`src/rtl/seq_detect_param.sv`:
```
// Programmable-length serial pattern detector with runtime-loadable pattern,
// selectable overlap and Mealy/Moore output, and a saturating match counter.
module seq_detect_param #(
  parameter int PAT_W   = 4,
  parameter int CNT_W   = 8,
  parameter int OVERLAP = 1,
  parameter int MEALY   = 1
) (
  input  logic             clk,
  input  logic             reset,
  input  logic             en,
  input  logic             x,
  input  logic             load,
  input  logic [PAT_W-1:0] pattern_in,
  input  logic             cnt_clr,
  output logic             y,
  output logic [CNT_W-1:0] match_count,
  output logic             count_sat
);

  localparam int FILL_W = $clog2(PAT_W + 1);
  localparam logic [FILL_W-1:0] FILL_FULL = FILL_W'(PAT_W);

  logic [PAT_W-1:0]  r_pattern;
  logic [PAT_W-1:0]  r_hist;
  logic [FILL_W-1:0] r_fill;
  logic [CNT_W-1:0]  r_count;
  logic              r_y;

  logic [PAT_W-1:0]  w_hist_next;
  logic [FILL_W-1:0] w_fill_next;
  logic              w_hit;
  logic              w_sat;

  // Newest bit enters at the LSB, so the oldest bit lines up with pattern MSB.
  assign w_hist_next = {r_hist[PAT_W-2:0], x};
  assign w_fill_next = (r_fill == FILL_FULL) ? r_fill : r_fill + 1'b1;
  assign w_hit       = en & ~load & ~reset & (w_fill_next == FILL_FULL) &
                       (w_hist_next == r_pattern);
  assign w_sat       = &r_count;

  always_ff @(posedge clk) begin
    if (reset) begin
      r_pattern <= '0;
      r_hist    <= '0;
      r_fill    <= '0;
    end else if (load) begin
      // The bit presented alongside load is dropped on purpose.
      r_pattern <= pattern_in;
      r_hist    <= '0;
      r_fill    <= '0;
    end else if (en) begin
      r_hist <= w_hist_next;
      r_fill <= (w_hit && OVERLAP == 0) ? '0 : w_fill_next;
    end
  end

  // Clear beats a coincident hit; the hit still shows on y.
  always_ff @(posedge clk) begin
    if (reset || cnt_clr) begin
      r_count <= '0;
    end else if (w_hit && !w_sat) begin
      r_count <= r_count + 1'b1;
    end
  end

  always_ff @(posedge clk) begin
    if (reset) begin
      r_y <= 1'b0;
    end else begin
      r_y <= w_hit;
    end
  end

  assign y           = (MEALY != 0) ? w_hit : r_y;
  assign match_count = r_count;
  assign count_sat   = w_sat;

endmodule

```
`config.mk`:
```
export PLATFORM = sky130hd
export DESIGN_NAME = seq_detect_param
export DESIGN_NICKNAME = d
export VERILOG_FILES = /design/src/rtl/seq_detect_param.sv
export SDC_FILE = /design/constraint.sdc
export NUM_CORES = 1
export LEC_CHECK = 0
export BUFFER_PORTS_ARGS = -buffer_cell sky130_fd_sc_hd__buf_2
export CAP_MARGIN = 5
export CORE_MARGIN = 2
export CORE_UTILIZATION = 30
export DETAILED_ROUTE_END_ITERATION = 16
export SLEW_MARGIN = 20
export SYNTH_ARGS = -nofsm -noshare
export SYNTH_HDL_FRONTEND = slang
export SYNTH_SLANG_ARGS = --single-unit
```
`constraint.sdc`:
```
create_clock -name clk -period 2.55 [get_ports clk]
set_input_delay 0 -clock clk [delete_from_list [all_inputs] [get_ports clk]]
set_output_delay 0 -clock clk [all_outputs]
set_load 0.01 [all_outputs]
```
# == Word-level counts from Yosys, hierarchy flattened ==
# Index checks and enable logic that the tools add are counted.
# totals
regBits,18
in_bits,10
out_inout_bits,10
word_cells,21
# op_classes
add_sub_neg,2
n_eq_ne,3
n_mux,1
bitwise_logic,6
reduce_logical,5
# ops
cell,n
$add 8x1->8 const B,1
$reduce_and 8->1,1
$eq 3x3->1 const B,2
$and 1x1->1,4
$eq 4x4->1,1
$add 3x1->3 const B,1
$mux 3,1
$not 1->1,2
$reduce_or 2->1,1
$logic_and 1x1->1,1
$logic_not 1->1,1
$logic_or 1x1->1,1

# == Longest topological paths before layout ==
# Gate-level depths: netlist of run 1.
# logic_depth
depth_word,6
mapped_depth,8

# == Least setup slack after synthesis of run 1 ==
# Ideal clock, no wire load.
# synth_timing
kind,register to register
start,register r_fill[0]
end,register r_count[4] (netlist: match_count[4])
setup_time_ps,70
arrival_ps,1712
t_required_ps,2480
setup_slack_ps,768
stages_incl_launch_ff,9
path_buffers,1
cell_sequence,dfxtp_1 -> inv_1 -> ha_1 -> nor2b_1 -> mux2i_1 -> nand4bb_1 -> buf_2 -> or3_1 -> a21oi_1
# synth_via
elab_chain_cells,6
word_cells_on_any_way,7
classes_between,add/sub (1); eq/ne (2); mux (1); bitwise (2); reduce/logical (1)
# synth_rtl
element,line_no,source
start: declaration,26,logic [FILL_W-1:0] r_fill;
start signal: assignment,54,r_fill <= (w_hit && OVERLAP == 0) ? '0 : w_fill_next;
$add 3x1->3 / $eq 3x3->1 (equally long branches),37,assign w_fill_next = (r_fill == FILL_FULL) ? r_fill : r_fill + 1'b1;
$mux 3 (*),37,
$eq 3x3->1 (*),38,assign w_hit = en & ~load & ~reset & (w_fill_next == FILL_FULL) &
$and 1x1->1 (*) (2 in series),38,
$logic_and 1x1->1 (*),62,end else if (w_hit && !w_sat) begin
end signal: assignment,63,r_count <= r_count + 1'b1;
end: declaration,27,logic [CNT_W-1:0] r_count;
# Every way passes the cells marked *; elsewhere a longest branch is shown, timed or not.
# A chain may end at the register's enable or synchronous reset.

# == Worst setup path in the final report of run 1 ==
# layout_timing
start,register r_fill[0]
end,register r_count[7] (netlist: match_count[7])
# The elaborated chain is that of the path after synthesis.

==> flow_summary.ini, run 1 <==
[status]
status = complete, no violations

[logic_synthesis]
synth_top_area_cell = dfxtp_1
synth.most_common_cell = dfxtp_1
yosysUniqueCellTypes = 29
synth_xor_area_share_pct = 5.78
synth_area_leaders = dfxtp_1 40%, mux2i_1 8.8%, a21oi_1 5.0%, nor2_1 4.5%, ha_1 4.1%
synthSimpleGateAreaFrac_pct = 27.8
synth_enable_flop_cells = 0
avgSynthCellArea_sq_um = 8.75
synth_flop_cell = dfxtp_1
syn-cell-area_sq_um = 910
synth.top_cell.area_share_pct = 39.6
synth_compound_area_share_pct = 8.25
yosysWarnings = 0
yosys_register_bits = 18
ys_async_sr_fraction_pct = 0
seq_area_frac_synth_pct = 39.6
synth_common_cells = 18 x dfxtp_1, 11 x nor2_1, 9 x a21oi_1
synth_fa_ha_area_share_pct = 4.13
synthCells = 104
syn_nets = 117
synth.area.mux_share_pct = 8.80
synth_top_family_by_area = simple AND/OR/NAND/NOR gates

[timing]
fin_skew_ns = 0.00310
slew_headroom_pct = 56.6
clock.fmax_mhz = 465
rsz0062_at_grt = false
finalHoldViolations = 0
period_minus_slack_ns = 2.15
setup_violations = 0
finalMaxSlewViolations = 0
worst_pin_slew_ns = 0.646
tns_ns = 0
post-route-period-util_pct = 84.4

[flow_run]
max_cap_violations = 0

[critical_path]
critPathArrivalTime_ns = 2.39
endpoint_kind = flip-flop
path_max_fanout = 11
rrSetupSlack_ns = 0.40
rr_worst_depth = 7
path_class = flip-flop to flip-flop
startpoint_type = flip-flop
required_ns = 2.79
r2r_start = r_fill[0]
startpoint = r_fill[0]
crit_path_end = match_count[7]
worst_r2r_endpoint = match_count[7]

[finish]
drive_above_1_share_pct = 21.1
stdcell_count = 159
fill_cells = 297
diodes = 0
nets = 142
area_delta_synth_final_pct = 21.3

[global_routing]
antenna_found_initial = 0
first_global_vias = 730
grt_usage_pct = 11.4
grt_first_pass_wirelength_um = 2950
grt_max_degree = 12
overflow = 0

[routing]
vias_per_cell = 4.99
vias = 793
first_iter_violations = 11
routed_wl_um = 1730
firstDrtPassIters = 2
ant_nets = 0
routedWlPerCell_um = 10.9
drc = 0

[clocking]
htreeDepth = 1
cts.path.max_buffers = 2
numCtsBuffers = 3
post_cts_buffers = 0
clock-root-buffer = clkbuf_4
cts_sinks = 18
clkLatencyLatePin_ns = 0.29
cts_tree = done
clk_pin_slew_worst_paths_ns = 0.10

[placement]
place_congestion = 0.737
port_buffers = 19
dpl.hpwl_um = 1360
placed_cells = 149

[floorplanning]
die_x_um = 59.1
dieHeight_um = 59.1
fp-row-count = 19
start_util_pct = 32.2
core-area_sq_um = 2830
dieArea_sq_um = 3490
ioPinCount = 20

[pwr]
p_leak_nw = 0.462
power.density_nw_per_um2 = 466
ir_worst_vdd_uv = 232

[min_path]
holdCritPathClass = primary input to flip-flop
logic make-up (layout without fill, tap and decap cells):
logic type,count (synthesis),after routing
xor+xnor,6,6
simple gates,45,45
buf+inv,9,33
mux,8,8
compound gates,15,15
flops,18,18
fa+ha+maj,3,3
per-layer routing:
layer / global-route usage (%) / wire length (um)
met5: 0 / 0
met4: 4.87 / 23
met3: 5.02 / 110
met2: 19.7 / 853
met1: 11.9 / 742
worst min path at each step:
stage / depth (start not counted) / start / endpoint
after floorplan: 1 / reset / r_pattern[0]
after global placement: 3 / pattern_in[3] / r_pattern[3]
after detailed placement: 3 / pattern_in[2] / r_pattern[2]
after CTS: 3 / en / r_fill[1]
after global routing: 3 / en / r_fill[1]
final: 3 / en / r_fill[1]
metrics by stage:
stage	hold WS [ns]	cell area (sq um)	worst slack [ns]	util (%)	power (mW)
after CTS	0.0332	1100	0.373	39.0	0.523
after global routing	0.0477	1100	0.192	39.0	0.543
final	0.0410	1100	0.397	39.0	0.515
after floorplan	0.0724	910	0.768	-	0.329
after global placement	0.240	1010	0.475	35.6	0.337
after detailed placement	0.244	1010	0.384	35.6	0.339
worst max-delay path, stage by stage, from the launching register on:
cell and delay, ns:
dfxtp_1 0.38, inv_1 0.09, ha_1 0.32, nor2b_1 0.11, mux2i_1 0.10, nand4bb_1 0.41
or3_2 0.55, a21oi_1 0.14
layout by cell type (no fill, tap or decap):
cell type / n
or2_2: 2
nand3_1: 7
dlygate4sd3_1: 6
and3_1: 1
or2_1: 1
or3_2: 1
mux2i_1: 8
nor4b_2: 1
nand2_1: 6
nand3b_1: 2
and4_1: 1
or3_1: 3
nand4bb_1: 1
nand4_1: 1
xnor2_1: 4
nor2b_1: 1
and4b_1: 1
a21oi_1: 9
buf_2: 19
clkbuf_8: 1
nor4_1: 2
ha_1: 3
nand2b_1: 2
nor3_1: 1
clkbuf_4: 3
dfxtp_1: 18
inv_1: 4
nor2_1: 11
xor2_1: 2
o21ai_0: 6
state kept, by name, indices dropped and copies added (netlist names):
register and cells:
r_hist 3, match_count 8, r_pattern 4, r_fill 3
power breakdown:
part | switching (mW) | internal, mW
clock | 0.0887 | 0.0870
sequential | 0.00423 | 0.287
combinational | 0.0215 | 0.0265
timing repair:
item                                   in CTS  in global routing
hold buffers                                6                  0
gates resized for setup                     0                  0
endpoints found under the hold margin       5                  0
cell type report:
type	count	area [sq um]	share of cell area (%)
multi-input combinational	77	498	45.1
sequential	18	360	32.7
timing repair buffer	25	155	14.1
tap	31	38.8	3.51
clock buffer	4	36.3	3.29
inverter	4	15.0	1.36
No activity file was read; power rests on OpenSTA's default activity.
==> run 2, diff against run 1 <==
- clock period: 2.55 -> 1.8 ns (I/O delays scaled with it)
==> run 2 against run 1 <==
  * Sequential share of layout area decreased by 4.6 points
  * Final cell count grew 7.5%
  * Largest power group unchanged
  * Register-to-register slack got worse by 0.35 ns
  * Sequential cell count stayed put
  * Via count rose by 11%
  * First-iteration DRC count rose to 3.0 times the previous value
  * Die area did not move
==> flow_summary.ini, run 2 (synthesis results as in run 1) <==
[status]
status = complete, no violations

[critical_path]
startpoint = reset
slowest_delay_ns = 0.53
cp.depth = 8
slowest_stage = dlygate4sd3_1
crit_family = simple AND/OR/NAND/NOR gates
r2r_start = r_fill[0]
path_cells = dlygate4sd3_1 > buf_2 > or2_1 > nor4b_4 > nand4bb_4 > buf_6 > or3_1 > a21oi_1
crit_buf_inv = 3
rr_worst_depth = 8
endpoint_kind = flip-flop
path_class = primary input to flip-flop
rrSetupSlack_ns = 0.05
startpoint_type = primary input
path_max_fanout = 6
crit_path_end = match_count[3]
required_ns = 2.05
critPathArrivalTime_ns = 2.01
worst_r2r_endpoint = match_count[3]

[global_routing]
grt_max_degree = 11
grt_first_pass_wirelength_um = 3480
antenna_found_initial = 0
grt_usage_pct = 13.5
overflow = 0
first_global_vias = 837

[finish]
final_cell_mix = 19 x buf_2, 16 x dfxtp_1, 11 x nor2_1, 11 x buf_4
largest_reg_flops = 8
area_delta_synth_final_pct = 43.1
nets = 154
final_common_cell = buf_2
diodes = 0
drive_above_1_share_pct = 36.4

[routing]
vias_per_cell = 5.16
drc = 0
first_iter_violations = 33
firstDrtPassIters = 4
routedWlPerCell_um = 12.6
ant_nets = 0
vias = 883
routed_wl_um = 2150

[floorplanning]
ioPinCount = 20
start_util_pct = 32.2
dieHeight_um = 59.1
die_x_um = 59.1
fp-row-count = 19
core-area_sq_um = 2830
dieArea_sq_um = 3490

[timing]
clock.fmax_mhz = 566
fin_skew_ns = 0.00482
worst_pin_slew_ns = 0.311
rsz0062_at_grt = true
period_minus_slack_ns = 1.77
finalHoldViolations = 0
slew_headroom_pct = 79.2
tns_ns = 0
finalMaxSlewViolations = 0
setup_violations = 0
post-route-period-util_pct = 98.2
setup_ws_ns = 0.0322

[clocking]
clkLatencyLatePin_ns = 0.30
numCtsBuffers = 3
cts.path.max_buffers = 2
cts_sinks = 18
clk_pin_slew_worst_paths_ns = 0.11
clock-root-buffer = clkbuf_4
cts_tree = done
htreeDepth = 1

[pwr]
power.density_nw_per_um2 = 589
p_leak_nw = 0.549
ir_worst_vdd_uv = 345

[placement]
place_congestion = 0.732
pre_cts_slack_ns = -0.118
dpl.hpwl_um = 1460
port_buffers = 19

[min_path]
holdCritPathClass = primary input to flip-flop

[flow_run]
max_cap_violations = 0
run 2: changes by cell type in the layout (fill, tap and decap cells not counted), moves of 2 or more:
cell and delta:
ha_4 +2, buf_4 +11, ha_1 -2, dfxtp_1 -2, nor4_1 -2, inv_1 -2, nor4_4 +2
run 2: where the power goes:
group	switching, mW	internal, mW
Clock	0.137	0.124
Sequential	0.00794	0.406
Combinational	0.0420	0.0496
run 2: worst min path at each step:
stage / from / to / depth (start not counted)
after floorplan: reset / r_pattern[0] / 1
after global placement: pattern_in[1] / r_pattern[1] / 3
after detailed placement: reset / r_pattern[3] / 2
after CTS: en / r_fill[1] / 3
after global routing: en / r_fill[1] / 3
final: en / r_fill[1] / 3
run 2: worst reg2reg max path, delay by kind of cell (launching register included):
family                   cells  cell delay, ns
AND/OR/NAND/NOR              4            0.86
adder cells (fa/ha/maj)      1            0.13
AO/OA/AOI/OAI                1            0.12
buffers and inverters        2            0.21
flip-flops                   1            0.38
run 2: layout make-up:
| cell class | count | area, sq um |
|---|---|---|
| tap | 31 | 38.8 |
| timing repair buffer | 37 | 249 |
| inverter | 4 | 17.5 |
| multi-input combinational | 77 | 594 |
| fill | 281 | 1530 |
| clock buffer | 4 | 36.3 |
| sequential | 18 | 365 |
run 2: layer usage:
layer  vias up  share of wire (%)  track usage (%)
met2        24                 50             23.8
met5         -                  0                0
met4         0                1.3             4.87
met1       420                 44             14.8
met3         4                5.5             5.02
li1        435                  -                -
run 2: what timing repair did:
| action | 4_1_cts | 5_1_grt |
|---|---|---|
| buffers inserted | 1 | 1 |
| pin swaps | 3 | 8 |
| resized for setup | 7 | 16 |
| endpoints found under the setup margin | 8 | 9 |
| hold buffers | 6 | 0 |
| hold endpoints to repair | 5 | 0 |
run 2: metrics by stage:
stage	power, mW	utilization (%)	instance area (sq um)	cells	hold WS [ns]
2_1_floorplan	0.466	-	910	104	0.0724
3_3_place_gp	0.485	38.3	1080	159	0.239
3_5_place_dp	0.488	38.3	1080	159	0.241
4_1_cts	0.765	43.3	1230	170	0.00479
5_1_grt	0.812	46.0	1300	171	0.000391
6_report	0.766	46.0	1300	171	0.0207
==> run 3, diff against run 2 <==
- GPL_TIMING_DRIVEN: default -> 0
==> run 3 against run 2 <==
  * Sequential power about the same
  * Worst hold slack got worse by 0.019 ns
  * Highest routed layer unchanged
  * Global-route usage decreased by 0.50 points
  * Clock power decreased by 24%
  * Total power decreased by 7.2%
  * First-iteration DRC count increased by 18%
  * Sequential share of layout area increased by 0.17 points
  * Clock-buffer cell count decreased by 1
  * Clock skew about the same
==> flow_summary.ini, run 3 (synthesis results as in run 1) <==
[critical_path]
path_cells = inv_4 > ha_4 > nand3b_1 > nor4b_4 > nand4bb_4 > or3_2 > a21oi_2
slowest_stage = or3_2
slowest_delay_ns = 0.48
endpoint_kind = flip-flop
startpoint_type = flip-flop
required_ns = 2.03
critPathArrivalTime_ns = 2.03
crit_buf_inv = 1
crit_family = simple AND/OR/NAND/NOR gates
path_max_fanout = 4
path_class = flip-flop to flip-flop

[finish]
fill_cells = 266
nets = 151
area_delta_synth_final_pct = 43.2
final_common_cell = buf_2
design_area_sq_um = 1300
final_cell_mix = 18 x buf_2, 16 x dfxtp_1, 11 x nor2_1
largest_reg_flops = 8
drive_above_1_share_pct = 36.0
diodes = 0

[floorplanning]
core-area_sq_um = 2830
start_util_pct = 32.2
dieHeight_um = 59.1
fp-row-count = 19
die_x_um = 59.1
ioPinCount = 20
dieArea_sq_um = 3490

[placement]
place_congestion = 0.804
pre_cts_slack_ns = -0.293
dpl.hpwl_um = 1410
port_buffers = 17
post_dp_cell_area_sq_um = 1030

[pwr]
switching_power_mw = 0.172
power.density_nw_per_um2 = 546
internal_power_mw = 0.539
swShare_pct = 24.3
ir_worst_vdd_uv = 390
clock_power_share_pct = 28.0
p_leak_nw = 0.520
seqPwrFrac_pct = 57.9
combPwrFrac_pct = 14.1

[routing]
firstDrtPassIters = 4
vias_per_cell = 4.99
vias = 834
ant_nets = 0
routed_wl_um = 2080
first_iter_violations = 39
routedWlPerCell_um = 12.5
drc = 0

[clocking]
clk_pin_slew_worst_paths_ns = 0.10
cts_sinks = 18
cts.path.max_buffers = 2
htreeDepth = 1
cts_tree = done
clkLatencyLatePin_ns = 0.29
clock-root-buffer = clkbuf_4
numCtsBuffers = 3

[timing]
setup_violations = 0
tns_ns = 0
clock.fmax_mhz = 557
finalHoldViolations = 0
post-route-period-util_pct = 99.7
finalMaxSlewViolations = 0
slew_headroom_pct = 70.8
worst_pin_slew_ns = 0.439
period_minus_slack_ns = 1.80
setup_ws_ns = 0.00468
rsz0062_at_grt = true
fin_skew_ns = 0.00439

[global_routing]
grt_max_degree = 10
grt_usage_pct = 13.0
first_global_vias = 824
antenna_found_initial = 0
overflow = 0
grt_first_pass_wirelength_um = 3440

[min_path]
holdCritPathClass = primary input to flip-flop

[flow_run]
max_cap_violations = 0

[status]
status = complete, no violations
[run 3: cell count changes in the layout (fill, tap and decap cells not counted), moves of 2 or more]
cell	before	now
a21oi_1	8	6
a21oi_2	1	3
buf_4	11	4
buf_6	1	3
dlygate4sd3_1	6	8
or3_1	3	1
[run 3: power by group through the flow]
stage	clock, mW	combinational (mW)	sequential, mW
6_report	0.199	0.100	0.412
3_3_place_gp	0	0.0613	0.421
5_1_grt	0.232	0.110	0.413
3_5_place_dp	0	0.0631	0.422
4_1_cts	0.212	0.0843	0.413
2_1_floorplan	0	0.0466	0.420
[run 3: worst paths after layout]
path,endpoint,startpoint,cells past startpoint,slack (ns)
worst min-delay path,r_pattern[0],load,3,0.002
worst min register to register,match_count[1],match_count[1],2,0.51
worst max register to register,match_count[7],r_fill[0],7,0.005
worst max-delay path,match_count[7],r_fill[0],7,0.005
[run 3: worst register-to-register path, cell delays in order (launching register included)]
cell and delay, ns:
dfxtp_4 0.38, inv_4 0.07, ha_4 0.14, nand3b_1 0.14, nor4b_4 0.27, nand4bb_4 0.14
or3_2 0.48, a21oi_2 0.13
[run 3: final cells by class]
class | count | area [sq um] | share of cell area [%]
Timing Repair Buffer | 29 | 195 | 15.0
Multi-Input combinational cell | 77 | 616 | 47.3
Sequential cell | 18 | 368 | 28.2
Clock buffer | 3 | 22.5 | 1.73
Tap cell | 31 | 38.8 | 2.98
Inverter | 4 | 20.0 | 1.54
Buffer | 5 | 42.5 | 3.27
[run 3: what timing repair did]
action	4_1_cts	5_1_grt
endpoints found under the hold margin	5	0
resized for setup	9	22
endpoints found under the setup margin	9	8
pin swaps	3	7
hold buffers	8	0
buffers inserted	2	2
[run 3: metal layers]
layer  GRT usage, %  wire [um]
met2           22.2       1100
met4           6.49         23
met1           13.8        848
met3           5.24        110
met5              0          0
[run 3: metrics by stage]
step	std cells	power [mW]	utilization, %	hold slack (ns)
2_1_floorplan	104	0.466	-	0.0724
3_3_place_gp	152	0.482	36.5	0.238
3_5_place_dp	152	0.485	36.5	0.243
4_1_cts	165	0.709	41.9	0.00139
5_1_grt	167	0.754	46.0	0.0215
6_report	167	0.711	46.0	0.00204
